File: config.mk
export PLATFORM = sky130hd
export DESIGN_NAME = beta_wb_regfile
export DESIGN_NICKNAME = d
export VERILOG_FILES = /design/src/rtl/beta_wb_regfile.sv
export SDC_FILE = /design/constraint.sdc
export NUM_CORES = 2
export LEC_CHECK = 0
export CAP_MARGIN = 30
export CELL_PAD_IN_SITES_DETAIL_PLACEMENT = 1
export CELL_PAD_IN_SITES_GLOBAL_PLACEMENT = 1
export CORE_MARGIN = 5
export CORE_UTILIZATION = 48
export DETAILED_ROUTE_END_ITERATION = 8
export PLACE_DENSITY = 0.77
export SLEW_MARGIN = 30
export SYNTH_ARGS = -nofsm -noshare
export SYNTH_HDL_FRONTEND = slang
export SYNTH_SLANG_ARGS = --single-unit
export TNS_END_PERCENT = 5
File: constraint.sdc
create_clock -name clk_i -period 3.3 [get_ports clk_i]
set_input_delay 0.495 -clock clk_i [delete_from_list [all_inputs] [get_ports clk_i]]
set_output_delay 0.495 -clock clk_i [all_outputs]
set_load 0.005 [all_outputs]
File: src/rtl/beta_wb_regfile.sv
// rtl/beta_wb_regfile.sv - beta core write-back stage and integer register file
//
// Commits execute-stage results into x1..x(NumRegs-1), serves two decode operand
// reads with same-cycle bypass of the committing write, tracks per-register
// ownership by in-flight instructions to raise a decode hazard, counts committed
// writes and flags commits that arrive for a register nobody owns.
//
// Ports:
//   clk_i, rst_i                 clock, synchronous active-high reset
//   wb_issue_i/_wr_i/_rd_i       decode issue of an instruction and its destination
//   wb_reg_wr_en_i/wb_rd_i/
//   wb_result_i                  execute commit strobe, destination and data
//   wb_rsN_addr_i/_used_i        decode read address and operand-needed flag
//   wb_rsN_data_o                operand data (combinational, bypassed)
//   wb_hazard_o                  decode must stall
//   wb_instret_o                 committed-write counter (includes x0 writes)
//   wb_wr_err_o                  sticky: commit to a register with no pending owner

module beta_wb_regfile #(
    parameter int DataWidth = 32,
    parameter int NumRegs   = 32,
    localparam int AddrW    = $clog2(NumRegs)
) (
    input  logic                 clk_i,
    input  logic                 rst_i,
    input  logic                 wb_issue_i,
    input  logic                 wb_issue_wr_i,
    input  logic [AddrW-1:0]     wb_issue_rd_i,
    input  logic                 wb_reg_wr_en_i,
    input  logic [AddrW-1:0]     wb_rd_i,
    input  logic [DataWidth-1:0] wb_result_i,
    input  logic [AddrW-1:0]     wb_rs1_addr_i,
    input  logic [AddrW-1:0]     wb_rs2_addr_i,
    input  logic                 wb_rs1_used_i,
    input  logic                 wb_rs2_used_i,
    output logic [DataWidth-1:0] wb_rs1_data_o,
    output logic [DataWidth-1:0] wb_rs2_data_o,
    output logic                 wb_hazard_o,
    output logic [31:0]          wb_instret_o,
    output logic                 wb_wr_err_o
);

    // x0 has no storage; it reads as zero and swallows writes.
    logic [DataWidth-1:0] regs_q [1:NumRegs-1];
    logic [DataWidth-1:0] regs_d [1:NumRegs-1];
    logic [NumRegs-1:0]   pending_q;
    logic [NumRegs-1:0]   pending_d;
    logic [31:0]          instret_q;
    logic [31:0]          instret_d;
    logic                 wr_err_q;
    logic                 wr_err_d;

    // Commit and issue are ignored while reset is held, so they are gated here once.
    logic commit_nz;
    logic issue_nz;

    always_comb begin
        commit_nz = !rst_i && wb_reg_wr_en_i && (wb_rd_i != '0);
        issue_nz  = !rst_i && wb_issue_i && wb_issue_wr_i && (wb_issue_rd_i != '0);
    end

    function automatic logic [DataWidth-1:0] read_port(input logic [AddrW-1:0] addr);
        logic [DataWidth-1:0] val;
        val = '0;
        if (rst_i || addr == '0) begin
            val = '0;
        end else if (wb_reg_wr_en_i && wb_rd_i == addr) begin
            val = wb_result_i;
        end else begin
            val = regs_q[addr];
        end
        return val;
    endfunction

    // A register whose owner commits this cycle is served by the bypass and
    // therefore does not stall.
    function automatic logic pend_eff(input logic [AddrW-1:0] addr);
        return pending_q[addr] && !(wb_reg_wr_en_i && wb_rd_i == addr);
    endfunction

    always_comb begin
        wb_rs1_data_o = read_port(wb_rs1_addr_i);
        wb_rs2_data_o = read_port(wb_rs2_addr_i);
        wb_hazard_o   = 1'b0;
        if (!rst_i) begin
            wb_hazard_o = (wb_rs1_used_i && pend_eff(wb_rs1_addr_i)) ||
                          (wb_rs2_used_i && pend_eff(wb_rs2_addr_i));
        end
    end

    always_comb begin
        regs_d = regs_q;
        if (commit_nz) begin
            regs_d[wb_rd_i] = wb_result_i;
        end

        // Clear before set: when the same register commits and is re-issued in
        // one cycle, the younger issuing instruction keeps ownership.
        pending_d = pending_q;
        if (commit_nz) begin
            pending_d[wb_rd_i] = 1'b0;
        end
        if (issue_nz) begin
            pending_d[wb_issue_rd_i] = 1'b1;
        end
        pending_d[0] = 1'b0;

        instret_d = instret_q;
        if (wb_reg_wr_en_i) begin
            instret_d = instret_q + 32'd1;
        end

        wr_err_d = wr_err_q;
        if (commit_nz && !pending_q[wb_rd_i]) begin
            wr_err_d = 1'b1;
        end
    end

    always_ff @(posedge clk_i) begin
        if (rst_i) begin
            for (int i = 1; i < NumRegs; i++) begin
                regs_q[i] <= '0;
            end
            pending_q <= '0;
            instret_q <= '0;
            wr_err_q  <= 1'b0;
        end else begin
            regs_q    <= regs_d;
            pending_q <= pending_d;
            instret_q <= instret_d;
            wr_err_q  <= wr_err_d;
        end
    end

    always_comb begin
        wb_instret_o = instret_q;
        wb_wr_err_o  = wr_err_q;
    end

endmodule

# [Word level (Yosys, flattened, before mapping)]
# Cells that the tools add are included.
[totals] regBits=1057 in_bits=59 elab_cells=106
[op_classes] n_addsub=1 order_cmp=10 eq_ne=2 n_mux=26 bitwise=6 reduce_logical=26
[ops] operator="bitwise mux 992 bit" n=1
[ops] operator="two-way mux 32 bit" n=11
[ops] operator="binary-select mux 32 bit (select 5 bit)" n=2
[ops] operator="demux 32 bit (select 5 bit)" n=1
[ops] operator="adder 32 x 1 -> 32 bit (second input constant)" n=1
[ops] operator="bitwise AND 32 bit" n=1
[ops] operator="inverter 32 bit" n=1
[ops] operator="bitwise OR 32 bit" n=1
[ops] operator="less-than comparator 5 x 6 -> 1 bit (second input constant)" n=4
[ops] operator="greater-or-equal comparator 6 bit (second input constant)" n=3
[ops] operator="inverter 5 -> 6 bit" n=3
[ops] operator="binary-select mux 1 bit (select 5 bit)" n=3
[ops] operator="logical AND 1 bit" n=15
[ops] operator="demux 1 bit (select 5 bit)" n=2
[ops] operator="== test 5 bit" n=2
[ops] operator="greater-or-equal comparator 5 x 1 -> 1 bit (second input constant)" n=2
[ops] operator="logical NOT 5 bit" n=2
[ops] operator="nonzero test 5 bit" n=2
[ops] operator="less-than comparator 6 x 1 -> 1 bit (second input constant)" n=1
[ops] operator="two-way mux 1 bit" n=6
[ops] operator="logical NOT 1 bit" n=4
[ops] operator="logical OR 1 bit" n=3

# [Longest topological paths before layout]
[depth] depth_word=9 mapped_depth=10 ltp_nobuf=6

# [Worst setup path before layout]
# Ideal clock, no wire load.
[synth_path] path_type="in2out" from="input wb_rs1_addr_i[0]" to="output wb_rs1_data_o[24]" t_arrival_ps=2212 t_required_ps=2805 path_slack_ps=593 cell_stages=8 n_path_buf=4 path_cell_list="buf_6 buf_12 buf_12 buf_2 mux4_2 a22oi_1 o211ai_1 a32o_1"
[synth_via] elab_chain_len=6 word_cells_on_any_way=10 classes_between="1 x eq/ne; 5 x mux; 1 x bitwise; 3 x reduce/logical"
[synth_lines] element="start, declared" line_no="32" rtl="input logic [AddrW-1:0] wb_rs1_addr_i,"
[synth_lines] element="inverter 5 -> 6 bit (implied by the code)" line_no="70" rtl="val = regs_q[addr];"
[synth_lines] element="binary-select mux 32 bit (select 5 bit)" line_no="70"
[synth_lines] element="two-way mux 32 bit (implied by the code) (2 in series)" line_no="70"
[synth_lines] element="two-way mux 32 bit" line_no="67" rtl="end else if (wb_reg_wr_en_i && wb_rd_i == addr) begin"
[synth_lines] element="two-way mux 32 bit (*)" line_no="65" rtl="if (rst_i || addr == '0) begin"
[synth_lines] element="end, declared" line_no="36" rtl="output logic [DataWidth-1:0] wb_rs1_data_o,"
# Every way passes the cells marked *; elsewhere a longest branch is shown, timed or not. The select of a mux whose other input is x is not followed.

# [Worst setup path after layout]
[layout_path] from="input wb_rs2_addr_i[2]" to="output wb_rs2_data_o[11]"
[layout_via] elab_chain_len=6 word_cells_on_any_way=10 classes_between="1 x eq/ne; 5 x mux; 1 x bitwise; 3 x reduce/logical"
[layout_lines] element="start, declared" line_no="33" rtl="input logic [AddrW-1:0] wb_rs2_addr_i,"
[layout_lines] element="inverter 5 -> 6 bit (implied by the code)" line_no="70"
[layout_lines] element="binary-select mux 32 bit (select 5 bit)" line_no="70"
[layout_lines] element="two-way mux 32 bit (implied by the code) (2 in series)" line_no="70"
[layout_lines] element="two-way mux 32 bit" line_no="67"
[layout_lines] element="two-way mux 32 bit (*)" line_no="65"
[layout_lines] element="end, declared" line_no="37" rtl="output logic [DataWidth-1:0] wb_rs2_data_o,"
# Marked as above.

==> results.json <==
{
  "firstDrtPassIters": 6,
  "syn_area_um2": 53600,
  "final_antenna_net_count": 0,
  "portBuffers": 156,
  "clock_sinks": 1056,
  "crit_path_end_kind": "output port",
  "period_share_pct": 106,
  "outcome": "finished with violations",
  "die_x_um": 344,
  "synth_ff_type": "dfxtp_1",
  "dpl.hpwl_mm": 171,
  "relSlewSlack_pct": 34.3,
  "initial_core_util_pct": 48.4,
  "holdBufCountCts": 0,
  "finalMaxSlewViolations": 0,
  "numCtsBuffers": 114,
  "cts_tree": "built",
  "powerDensity_nw_per_um2": 464,
  "reg2reg_to": "wb_instret_o[27]$_SDFFE_PP0P_",
  "synth_top_area_share_pct": 39.4,
  "leakagePower_nw": 21.9,
  "setup_viol": 24,
  "ys_seq_elements": 1056,
  "worst-endpoint-arrival_ns": 3.02,
  "viasPerCell": 6.91,
  "track_usage_pct": 43.0,
  "synth_edf_count": 0,
  "worstHoldPathType": "primary input to flop",
  "critPathSlowestCell": "clkdlybuf4s50_1",
  "antenna_found_initial": 23,
  "rrSetupSlack_ns": 1.07,
  "place.gp.congestion": 0.980,
  "final-seq-area_um2": 21100,
  "grt_pass1_vias": 55900,
  "final_layout_size_suffix_gt1_share_pct": 23.1,
  "layout_setup_ws_ns": -0.213,
  "fp.dieH_um": 344,
  "io_pins": 157,
  "die_area_um2": 118000,
  "setup.worst_path.start": "wb_rs2_addr_i[2]",
  "route.detailed.drc": 0,
  "nFillCells": 12500,
  "syn-instance-count": 6134,
  "syn_area_per_cell_um2": 8.74,
  "crit_buf_inv": 5,
  "path_common_cell": "clkdlybuf4s50_1",
  "path_class": "primary input to output port",
  "synthToLayoutAreaGrowth_pct": 20.9,
  "reg2regPathDepth": 5,
  "rr_startpoint": "wb_instret_o[12]$_SDFFE_PP0P_",
  "drv_cap": 0,
  "cts.path.max_buffers": 3,
  "ys_types": 61,
  "finalWirelength_mm": 261,
  "synthTopCellsByCount": "2055 x nand2_1, 1056 x dfxtp_1, 1003 x a21oi_1, 480 x mux4_2, 478 x clkbuf_1",
  "rsz0062_at_grt": "true",
  "synth.most_common_cell": "nand2_1",
  "yosys-top-cells-area": "dfxtp_1 39%, mux4_2 20%, nand2_1 14%",
  "max-vdd-ir-drop_mv": 0.445,
  "crit_chain": "clkdlybuf4s50_1 > buf_6 > inv_1 > or3_4 > bufbuf_16 > o22ai_1 > nor3_1 > a32o_2 > clkdlybuf4s50_1",
  "nNetsFinal": 6348,
  "failed_checks": "setup timing",
  "dr_total_vias": 54500,
  "tightest_slew_ns": 0.985,
  "crit_cells": 9,
  "finClkSkew_ns": 0.0121,
  "core_um2": 111000,
  "critPathMaxFanout": 10,
  "synth_fp_nets": 6194,
  "stdcell_count": 7886,
  "first_iter_violations": 6870,
  "rows": 122,
  "ys_seq_area_share_pct": 39.4,
  "synth_warnings": 0,
  "htreeDepth": 3,
  "grt_pass1_wl_mm": 376,
  "cp.required_ns": 2.80,
  "clk_pin_slew_ns": 0.06,
  "pre_cts_ws_ns": -0.547,
  "post-place-cells": 7651,
  "critical_path.endpoint": "wb_rs2_data_o[11]",
  "final_hold_viol_count": 0,
  "wl_per_cell_um": 33.1,
  "grt_max_degree": 136,
  "cp-start-kind": "primary input",
  "multi_input_area_um2": 30400,
  "max_stage_delay_ns": 0.47,
  "worstHoldStart": "rst_i",
  "max_freq_mhz": 285,
  "finalCriticalPeriod_ns": 3.51,
  "overflow": 0,
  "async_flop_share_pct": 0,
  "critPathTopFamily": "buffers and inverters",
  "clk_latency_ns": 0.75,
  "yosysTopAreaCell": "dfxtp_1",
  "root_buffer": "clkbuf_16"
}
==> final cells by class <==
cell class | instances | share of cell area (%)
well taps | 1488 | 2.87
inverters | 13 | 0.0753
flip-flops and latches | 1056 | 32.6
multi-input cells | 4413 | 46.9
repair buffers | 690 | 11.2
clock inverters | 54 | 1.14
diodes | 13 | 0.0502
clock buffers | 159 | 5.21
==> layer usage <==
layer / up-vias / track usage (%) / routed length [um]
met2: 3982 / 65.0 / 113000
met1: 27300 / 51.0 / 89900
met3: 1355 / 13.8 / 32900
met4: 12 / 33.0 / 24900
li1: 21900 / - / -
met5: - / 0 / 89
==> power breakdown <==
| part | leakage, nW | internal [W] | total (W) | switching, W |
|---|---|---|---|---|
| clock | 2.03 | 0.00838 | 0.0143 | 0.00587 |
| combinational | 11.4 | 0.00111 | 0.00298 | 0.00187 |
| sequential | 8.51 | 0.0128 | 0.0128 | 0.0000455 |
| total | 21.9 | 0.0223 | 0.0301 | 0.00779 |
==> worst min path at each step <==
stage	cells after the start	slack, ns	to
5_1_grt	2	0.08	regs_q[359]$_SDFFE_PP0P_
2_1_floorplan	2	0.44	regs_q[896]$_SDFFE_PP0P_
3_5_place_dp	2	0.46	regs_q[562]$_SDFFE_PP0P_
3_3_place_gp	2	0.45	regs_q[779]$_SDFFE_PP0P_
6_report	2	0.09	regs_q[359]$_SDFFE_PP0P_
4_1_cts	2	0.05	regs_q[359]$_SDFFE_PP0P_
==> logic make-up (layout without fill, tap and decap cells) <==
family | count (synthesis) | count (layout) | synth area share, %
simple gates | 2428 | 2428 | 17.9
compound gates | 1364 | 1364 | 14.5
xor+xnor | 36 | 36 | 0.588
mux | 584 | 584 | 22.3
buf+inv | 665 | 916 | 5.29
fa+ha+maj | 1 | 1 | 0.0233
other cells | 0 | 13 | 0
flops | 1056 | 1056 | 39.4
==> registers in the layout, indices dropped and copies added, names as in the netlist <==
register	count
regs_q	992
wb_instret_o	32
pending_q	31
wb_wr_err_o	1
==> cells in the final DEF, fill, tap and decap left out, types with 13 or more instances in the layout <==
| master | Yosys | routed |
|---|---|---|
| o22ai_2 | 0 | 13 |
| clkbuf_16 | 0 | 117 |
| diode_2 | 0 | 13 |
| a32o_2 | 0 | 30 |
| clkinv_2 | 0 | 25 |
| clkbuf_8 | 0 | 29 |
| a22oi_1 | 67 | 53 |
| o22ai_1 | 110 | 96 |
| nand2b_1 | 19 | 15 |
| buf_12 | 2 | 121 |
| nor2_4 | 5 | 31 |
| xnor2_1 | 31 | 30 |
| a22oi_2 | 0 | 14 |
| mux4_2 | 480 | 480 |
| nand2_1 | 2055 | 2024 |
| a221oi_1 | 75 | 70 |
| dfxtp_1 | 1056 | 1055 |
| nand2_2 | 0 | 31 |
| buf_6 | 8 | 14 |
| dlygate4sd2_1 | 0 | 41 |
| nor2_1 | 177 | 150 |
| nand3_1 | 33 | 24 |
| clkbuf_1 | 478 | 13 |
| bufinv_16 | 0 | 16 |
| a22o_1 | 15 | 15 |
| clkdlybuf4s50_1 | 0 | 91 |
| o21ai_0 | 20 | 15 |
| nor3_1 | 49 | 39 |
| a21oi_1 | 1003 | 1003 |
| buf_4 | 22 | 392 |
| nor2b_1 | 25 | 17 |
| a32o_1 | 45 | 15 |
| mux2_2 | 66 | 66 |
| mux2i_1 | 38 | 35 |
==> through the flow <==
step | TNS (ns) | area, um^2 | total power [W] | hold WS, ns | util (%)
floorplan | 0 | 53600 | 0.0145 | 0.442 | -
global placement | -16.23 | 60000 | 0.0159 | 0.448 | 54.2
detailed placement | -16.56 | 60000 | 0.0159 | 0.460 | 54.2
CTS | -0.974 | 64600 | 0.0299 | 0.0467 | 58.3
global route | -2.13 | 64800 | 0.0307 | 0.0836 | 58.5
finish | -1.29 | 64800 | 0.0301 | 0.0861 | 58.5
==> what timing repair did <==
action,4_1_cts,5_1_grt
gates cloned,4,0
buffers inserted,5,0
setup endpoints to repair,65,53
gates resized for setup,157,55
pin swaps,18,13
No activity file was read; power rests on OpenSTA's default activity.
